[src/rtl/efpga_apb_lint_bridge.sv]
// APB slave to single-outstanding LINT master bridge for the eFPGA Type-1 window.
// A request/response timeout returns PSLVERR and flushes a late fabric response.
module efpga_apb_lint_bridge #(
    parameter int APB_ADDR_WIDTH      = 32,
    parameter int APB_FPGA_ADDR_WIDTH = 20,
    parameter int TIMEOUT_CYCLES      = 1024,
    parameter int ERR_CNT_WIDTH       = 8
) (
    input  logic                      asic_clk_i,
    input  logic                      rst_n,
    input  logic                      psel_i,
    input  logic                      penable_i,
    input  logic                      pwrite_i,
    input  logic [APB_ADDR_WIDTH-1:0] paddr_i,
    input  logic [31:0]               pwdata_i,
    output logic [31:0]               prdata_o,
    output logic                      pready_o,
    output logic                      pslverr_o,
    output logic                      lint_req_o,
    output logic [31:0]               lint_add_o,
    output logic                      lint_wen_o,
    output logic [3:0]                lint_be_o,
    output logic [31:0]               lint_wdata_o,
    input  logic                      lint_gnt_i,
    input  logic                      lint_r_valid_i,
    input  logic [31:0]               lint_r_rdata_i,
    output logic                      busy_o,
    output logic [ERR_CNT_WIDTH-1:0]  err_cnt_o,
    input  logic                      err_clr_i
);

    typedef enum logic [2:0] {
        ST_IDLE,
        ST_REQ,
        ST_RSP,
        ST_DONE,
        ST_FLUSH
    } state_t;

    localparam int               CNT_W     = 16;
    localparam logic [CNT_W-1:0] CNT_LAST  = CNT_W'(TIMEOUT_CYCLES - 1);
    localparam logic [31:0]      ERR_RDATA = 32'hDEAD_BEEF;

    state_t                         r_state;
    state_t                         w_state_next;
    logic [CNT_W-1:0]               r_cnt;
    logic [CNT_W-1:0]               w_cnt_next;
    logic [APB_FPGA_ADDR_WIDTH-3:0] r_addr;
    logic [31:0]                    r_wdata;
    logic                           r_write;
    logic                           r_pready;
    logic                           w_pready_next;
    logic                           r_pslverr;
    logic                           w_pslverr_next;
    logic [31:0]                    r_prdata;
    logic [31:0]                    w_prdata_next;
    logic [ERR_CNT_WIDTH-1:0]       r_err_cnt;
    logic                           w_capture;
    logic                           w_expire;
    logic                           w_cnt_last;
    logic                           w_unused;

    // A grant taken on the last allowed cycle pushes the counter past CNT_LAST,
    // so the deadline test must be >= to still fire in the following RSP cycle.
    assign w_cnt_last = (r_cnt >= CNT_LAST);
    assign w_unused   = ^{penable_i, paddr_i[APB_ADDR_WIDTH-1:APB_FPGA_ADDR_WIDTH], paddr_i[1:0]};

    always_comb begin
        w_state_next   = r_state;
        w_cnt_next     = r_cnt;
        w_pready_next  = 1'b0;
        w_pslverr_next = 1'b0;
        w_prdata_next  = 32'h0;
        w_capture      = 1'b0;
        w_expire       = 1'b0;
        case (r_state)
            ST_IDLE: begin
                // r_pready high means the master is still in the access phase of
                // the transfer just answered, so its psel must not start a new one.
                if (psel_i && !r_pready) begin
                    w_capture    = 1'b1;
                    w_cnt_next   = '0;
                    w_state_next = ST_REQ;
                end
            end
            ST_REQ: begin
                if (lint_gnt_i) begin
                    w_cnt_next = r_cnt + 1'b1;
                    if (lint_r_valid_i) begin
                        w_state_next  = ST_DONE;
                        w_pready_next = 1'b1;
                        w_prdata_next = r_write ? 32'h0 : lint_r_rdata_i;
                    end else begin
                        w_state_next = ST_RSP;
                    end
                end else if (w_cnt_last) begin
                    w_expire       = 1'b1;
                    w_state_next   = ST_IDLE;
                    w_pready_next  = 1'b1;
                    w_pslverr_next = 1'b1;
                    w_prdata_next  = ERR_RDATA;
                end else begin
                    w_cnt_next = r_cnt + 1'b1;
                end
            end
            ST_RSP: begin
                if (lint_r_valid_i) begin
                    w_state_next  = ST_DONE;
                    w_pready_next = 1'b1;
                    w_prdata_next = r_write ? 32'h0 : lint_r_rdata_i;
                end else if (w_cnt_last) begin
                    w_expire       = 1'b1;
                    w_cnt_next     = '0;
                    w_state_next   = ST_FLUSH;
                    w_pready_next  = 1'b1;
                    w_pslverr_next = 1'b1;
                    w_prdata_next  = ERR_RDATA;
                end else begin
                    w_cnt_next = r_cnt + 1'b1;
                end
            end
            ST_DONE: begin
                w_state_next = ST_IDLE;
            end
            ST_FLUSH: begin
                if (lint_r_valid_i || w_cnt_last) begin
                    w_state_next = ST_IDLE;
                end else begin
                    w_cnt_next = r_cnt + 1'b1;
                end
            end
            default: begin
                w_state_next = ST_IDLE;
            end
        endcase
    end

    always_ff @(posedge asic_clk_i or negedge rst_n) begin
        if (!rst_n) begin
            r_state   <= ST_IDLE;
            r_cnt     <= '0;
            r_addr    <= '0;
            r_wdata   <= 32'h0;
            r_write   <= 1'b0;
            r_pready  <= 1'b0;
            r_pslverr <= 1'b0;
            r_prdata  <= 32'h0;
            r_err_cnt <= '0;
        end else begin
            r_state   <= w_state_next;
            r_cnt     <= w_cnt_next;
            r_pready  <= w_pready_next;
            r_pslverr <= w_pslverr_next;
            r_prdata  <= w_prdata_next;
            if (w_capture) begin
                r_addr  <= paddr_i[APB_FPGA_ADDR_WIDTH-1:2];
                r_wdata <= pwdata_i;
                r_write <= pwrite_i;
            end
            if (w_expire) begin
                if (err_clr_i) begin
                    r_err_cnt <= ERR_CNT_WIDTH'(1);
                end else if (!(&r_err_cnt)) begin
                    r_err_cnt <= r_err_cnt + 1'b1;
                end
            end else if (err_clr_i) begin
                r_err_cnt <= '0;
            end
        end
    end

    assign prdata_o     = r_prdata;
    assign pready_o     = r_pready;
    assign pslverr_o    = r_pslverr;
    assign lint_req_o   = (r_state == ST_REQ);
    assign lint_add_o   = 32'({r_addr, 2'b00});
    assign lint_wen_o   = (r_state == ST_REQ) ? ~r_write : 1'b1;
    assign lint_be_o    = (r_state == ST_REQ) ? 4'hF : 4'h0;
    assign lint_wdata_o = r_wdata;
    assign busy_o       = (r_state != ST_IDLE);
    assign err_cnt_o    = r_err_cnt;

endmodule
[config.mk]
export PLATFORM = sky130hd
export DESIGN_NAME = efpga_apb_lint_bridge
export DESIGN_NICKNAME = d
export VERILOG_FILES = /design/src/rtl/efpga_apb_lint_bridge.sv
export SDC_FILE = /design/constraint.sdc
export NUM_CORES = 1
export LEC_CHECK = 0
export ABC_CLOCK_PERIOD_IN_PS = 2250
export BUFFER_PORTS_ARGS = -buffer_cell sky130_fd_sc_hd__buf_2
export CORE_MARGIN = 10
export CORE_UTILIZATION = 43
export DETAILED_ROUTE_END_ITERATION = 16
export PLACE_DENSITY = 0.89
export SYNTH_ARGS = -nofsm -noshare
export SYNTH_HDL_FRONTEND = slang
export SYNTH_SLANG_ARGS = --single-unit
[constraint.sdc]
create_clock -name asic_clk_i -period 2.25 [get_ports asic_clk_i]
set_clock_uncertainty 0.15 [all_clocks]
set_input_delay 0.225 -clock asic_clk_i [delete_from_list [all_inputs] [get_ports asic_clk_i]]
set_output_delay 0.225 -clock asic_clk_i [all_outputs]
set_load 0.01 [all_outputs]
==> results.txt <==
Status -> completed
Die W -> 127 um
Setup Crit Path Kind -> reg -> reg
Worst-path fanout max -> 9
Min Clock Period, post-route -> 2160 ps
Worst slew pin tran -> 633 ps
Worst VDD drop -> 0.650 mV
Tcrit/Tclk final -> 0.962
Met2 GRT Util -> 0.322
Post-layout util -> 0.648
Arrival @ worst endpoint -> 2260 ps
Post-route setup slack -> 85.8 ps
Critical Path RT -> 2340 ps
Met1 usage -> 0.214
CTS H-Tree Depth -> 3
First-pass DRT Iterations -> 5
DR vias -> 4,780
CTS tree -> done
Mapped Avg Cell Area -> 9.26 um2
Tot GR Track Use -> 0.193
Starting DRT DRC Count -> 383
Port Buf Inserts -> 187
GP Congestion -> 0.876
Post-synth cell types -> 50
Clock Latency Late Sink -> 350 ps
Num CTS Buffers -> 9
M3 GR Usage -> 0.0806
Netlist Area Pre-Place -> 4930 um2
Root Buffer -> clkbuf_16
Slew Limit Fails -> 0
Die ar. -> 16,100 um2
Cells after synthesis -> 532
CORE AREA -> 11,300 um2
Max-slew headroom -> 0.578
Number of global-route vias before repair -> 4,877
Nets -> 919
Type of origin of the critical path -> flip-flop
# IOs -> 217
Max-cap viol count -> 0
CP Capture Type -> flip-flop
Dpl ws -> 65.5 ps
PwrDens -> 1100 nW/um2
P_leak -> 3.89 nW
Vias per cell -> 4.95
Final setup viols -> 0
RSZ-0062 raised after global routing -> true
Achievable Freq -> 462 MHz
Residual DRC -> 0
HP Class -> in -> reg
Max Root-Sink Buffers -> 2
Die Y -> 127 um
Post-DP HPWL -> 10,600 um
Clock slew at reported path FFs -> 80 ps
Post-synthesis sequential area ratio -> 0.569
Endpoints failing hold -> 0
Total gr overflow -> 0
Setup_tns -> 0 ps
Initial Util -> 0.435
Routed Antenna Nets -> 0
Largest net degree at the start of global routing -> 52
Initial antenna violation count -> 3
Fraction of layout cells with a size suffix above 1 -> 0.309
FP Rows -> 39
# clock sinks -> 112
Total Wirelength -> 16,000 um
FF+latch count, synth -> 112
Layout area overhead -> 48.8%
WL/cell -> 16.6 um
First-pass GRT wire length -> 25,500 um
Synth warnings -> 0
GR peak layer -> met2
[layout by cell type (no fill, tap or decap), types with 2 or more instances in the layout]
cell type        n
a211oi_1         2
a21oi_1         35
a221o_1          3
a22o_1           6
a311oi_1         2
and2_1          10
and3_1           7
buf_12           5
buf_2          186
buf_4           25
clkbuf_16        9
conb_1          14
dfrtp_1        111
diode_2          4
dlygate4sd3_1   82
inv_1            5
inv_6            3
mux2i_1          2
nand2_1        167
nand2_2          2
nand2b_1         4
nand3_1         11
nand3_2          2
nand3b_1         3
nand4_1          3
nor2_1          44
nor2b_1          8
nor3_1           9
nor3_4           2
o211ai_1         8
o21ai_0          8
o21ai_1          3
o2bb2ai_1        2
o31a_1           2
o41ai_2          2
or3_1            2
or3b_1           2
[sequential cells by signal (all words and copies together), names as in the netlist]
name          cells
lint_wdata_o     32
prdata_o         32
r_addr           18
r_cnt            16
err_cnt_o         8
r_state           3
pready_o          1
pslverr_o         1
r_write           1
[critical path, stage by stage (launching register included)]
cell     delay, ps
dfrtp_1        410
ha_2           210
nand3_2        120
nor3_4         330
buf_6          160
o31ai_4         70
buf_4          180
and3_1         180
a221o_1        250
[routing by layer]
| layer | up-vias | share of wire |
|---|---|---|
| met2 | 214 | 0.50 |
| met4 | 0 | 0.029 |
| met3 | 39 | 0.10 |
| li1 | 2300 | - |
| met5 | - | 0 |
| met1 | 2227 | 0.37 |
[per-stage QoR]
stage / instances / cell area, um2 / hold slack, ps / power [mW]
after floorplan: 545 / 4980 / -221 / 4.83
after global placement: 860 / 6120 / 127 / 6.14
after detailed placement: 860 / 6120 / 130 / 6.26
after CTS: 958 / 7250 / 4.57 / 8.02
after global routing: 964 / 7330 / 27.8 / 8.63
final: 965 / 7330 / 10.2 / 8.06
[synth_stat cells (all sizes together)]
library cell,number,area (um2)
o311ai,1,8.76
a21oi,35,175
or3b,2,17.5
nand2,169,634
conb,1,3.75
o21ai,11,55.1
nor3b,2,15.0
a22o,6,52.6
a311oi,2,17.5
and3,7,43.8
nand3b,3,22.5
nor4,2,18.8
and2,11,68.8
mux2i,2,20.0
nand3,13,70.1
a41oi,1,8.76
nor4b,1,8.76
inv,6,22.5
o22ai,1,6.26
a221o,3,30.0
dfrtp,112,2800
nand4,3,18.8
a2bb2oi,1,8.76
nor2b,8,50.1
buf,26,173
clkbuf,16,60.1
o2bb2ai,2,17.5
o31a,2,17.5
a211oi,2,15.0
nor2,45,169
nand2b,4,25.0
o211a,1,10.0
or3,2,12.5
a21o,1,7.51
and4,1,8.76
nor3,11,77.6
o31ai,1,21.3
ha,2,25.0
o41ai,2,17.5
a31oi,1,6.26
mux2,1,11.3
o211ai,9,72.6
[final timing paths]
kind	end	cells after the start	slack, ps	from
worst min-delay path	prdata_o[28]$_DFF_PN0_	3	10	lint_r_rdata_i[28]
worst min register to register	r_addr[16]$_DFFE_PN0P_	2	330	r_addr[16]$_DFFE_PN0P_
min in group asynchronous	lint_wdata_o[22]$_DFFE_PN0P_	2	280	rst_n
max in group asynchronous	lint_wdata_o[10]$_DFFE_PN0P_	3	960	rst_n
worst max-delay path	r_cnt[10]$_DFFE_PN0P_	8	90	r_cnt[0]$_DFFE_PN0P_
worst max register to register	r_cnt[10]$_DFFE_PN0P_	8	90	r_cnt[0]$_DFFE_PN0P_
[repair_timing]
action | 4_1_cts | 5_1_grt
hold buffers | 82 | 0
buffers inserted | 0 | 3
setup endpoints to repair | 0 | 32
gates resized for setup | 0 | 12
hold endpoints to repair | 126 | 0
[cell type report]
class	instances	area, um2
clock inverters	6	67.6
fillers	869	3990
repair buffers	299	2050
multi-input cells	385	1960
flip-flops and latches	112	2800
clock buffers	10	239
well taps	143	179
diodes	4	10.0
inverters	6	22.5
[power breakdown]
part	switching [mW]	leakage (nW)	internal, mW
sequential	0.303	1.47	2.61
combinational	2.08	2.27	1.44
clock	0.807	0.150	0.822
total	3.19	3.89	4.86
[kinds of logic after synthesis]
group                    after synthesis  share of synthesized area
AND/OR/NAND/NOR                      284                      0.256
buffers and inverters                 48                     0.0518
multiplexers                           3                    0.00635
AO/OA/AOI/OAI                         82                      0.111
adder cells (fa/ha/maj)                2                    0.00508
flip-flops                           112                      0.569
other                                  1                   0.000761
(Power assumes the default switching activity.)
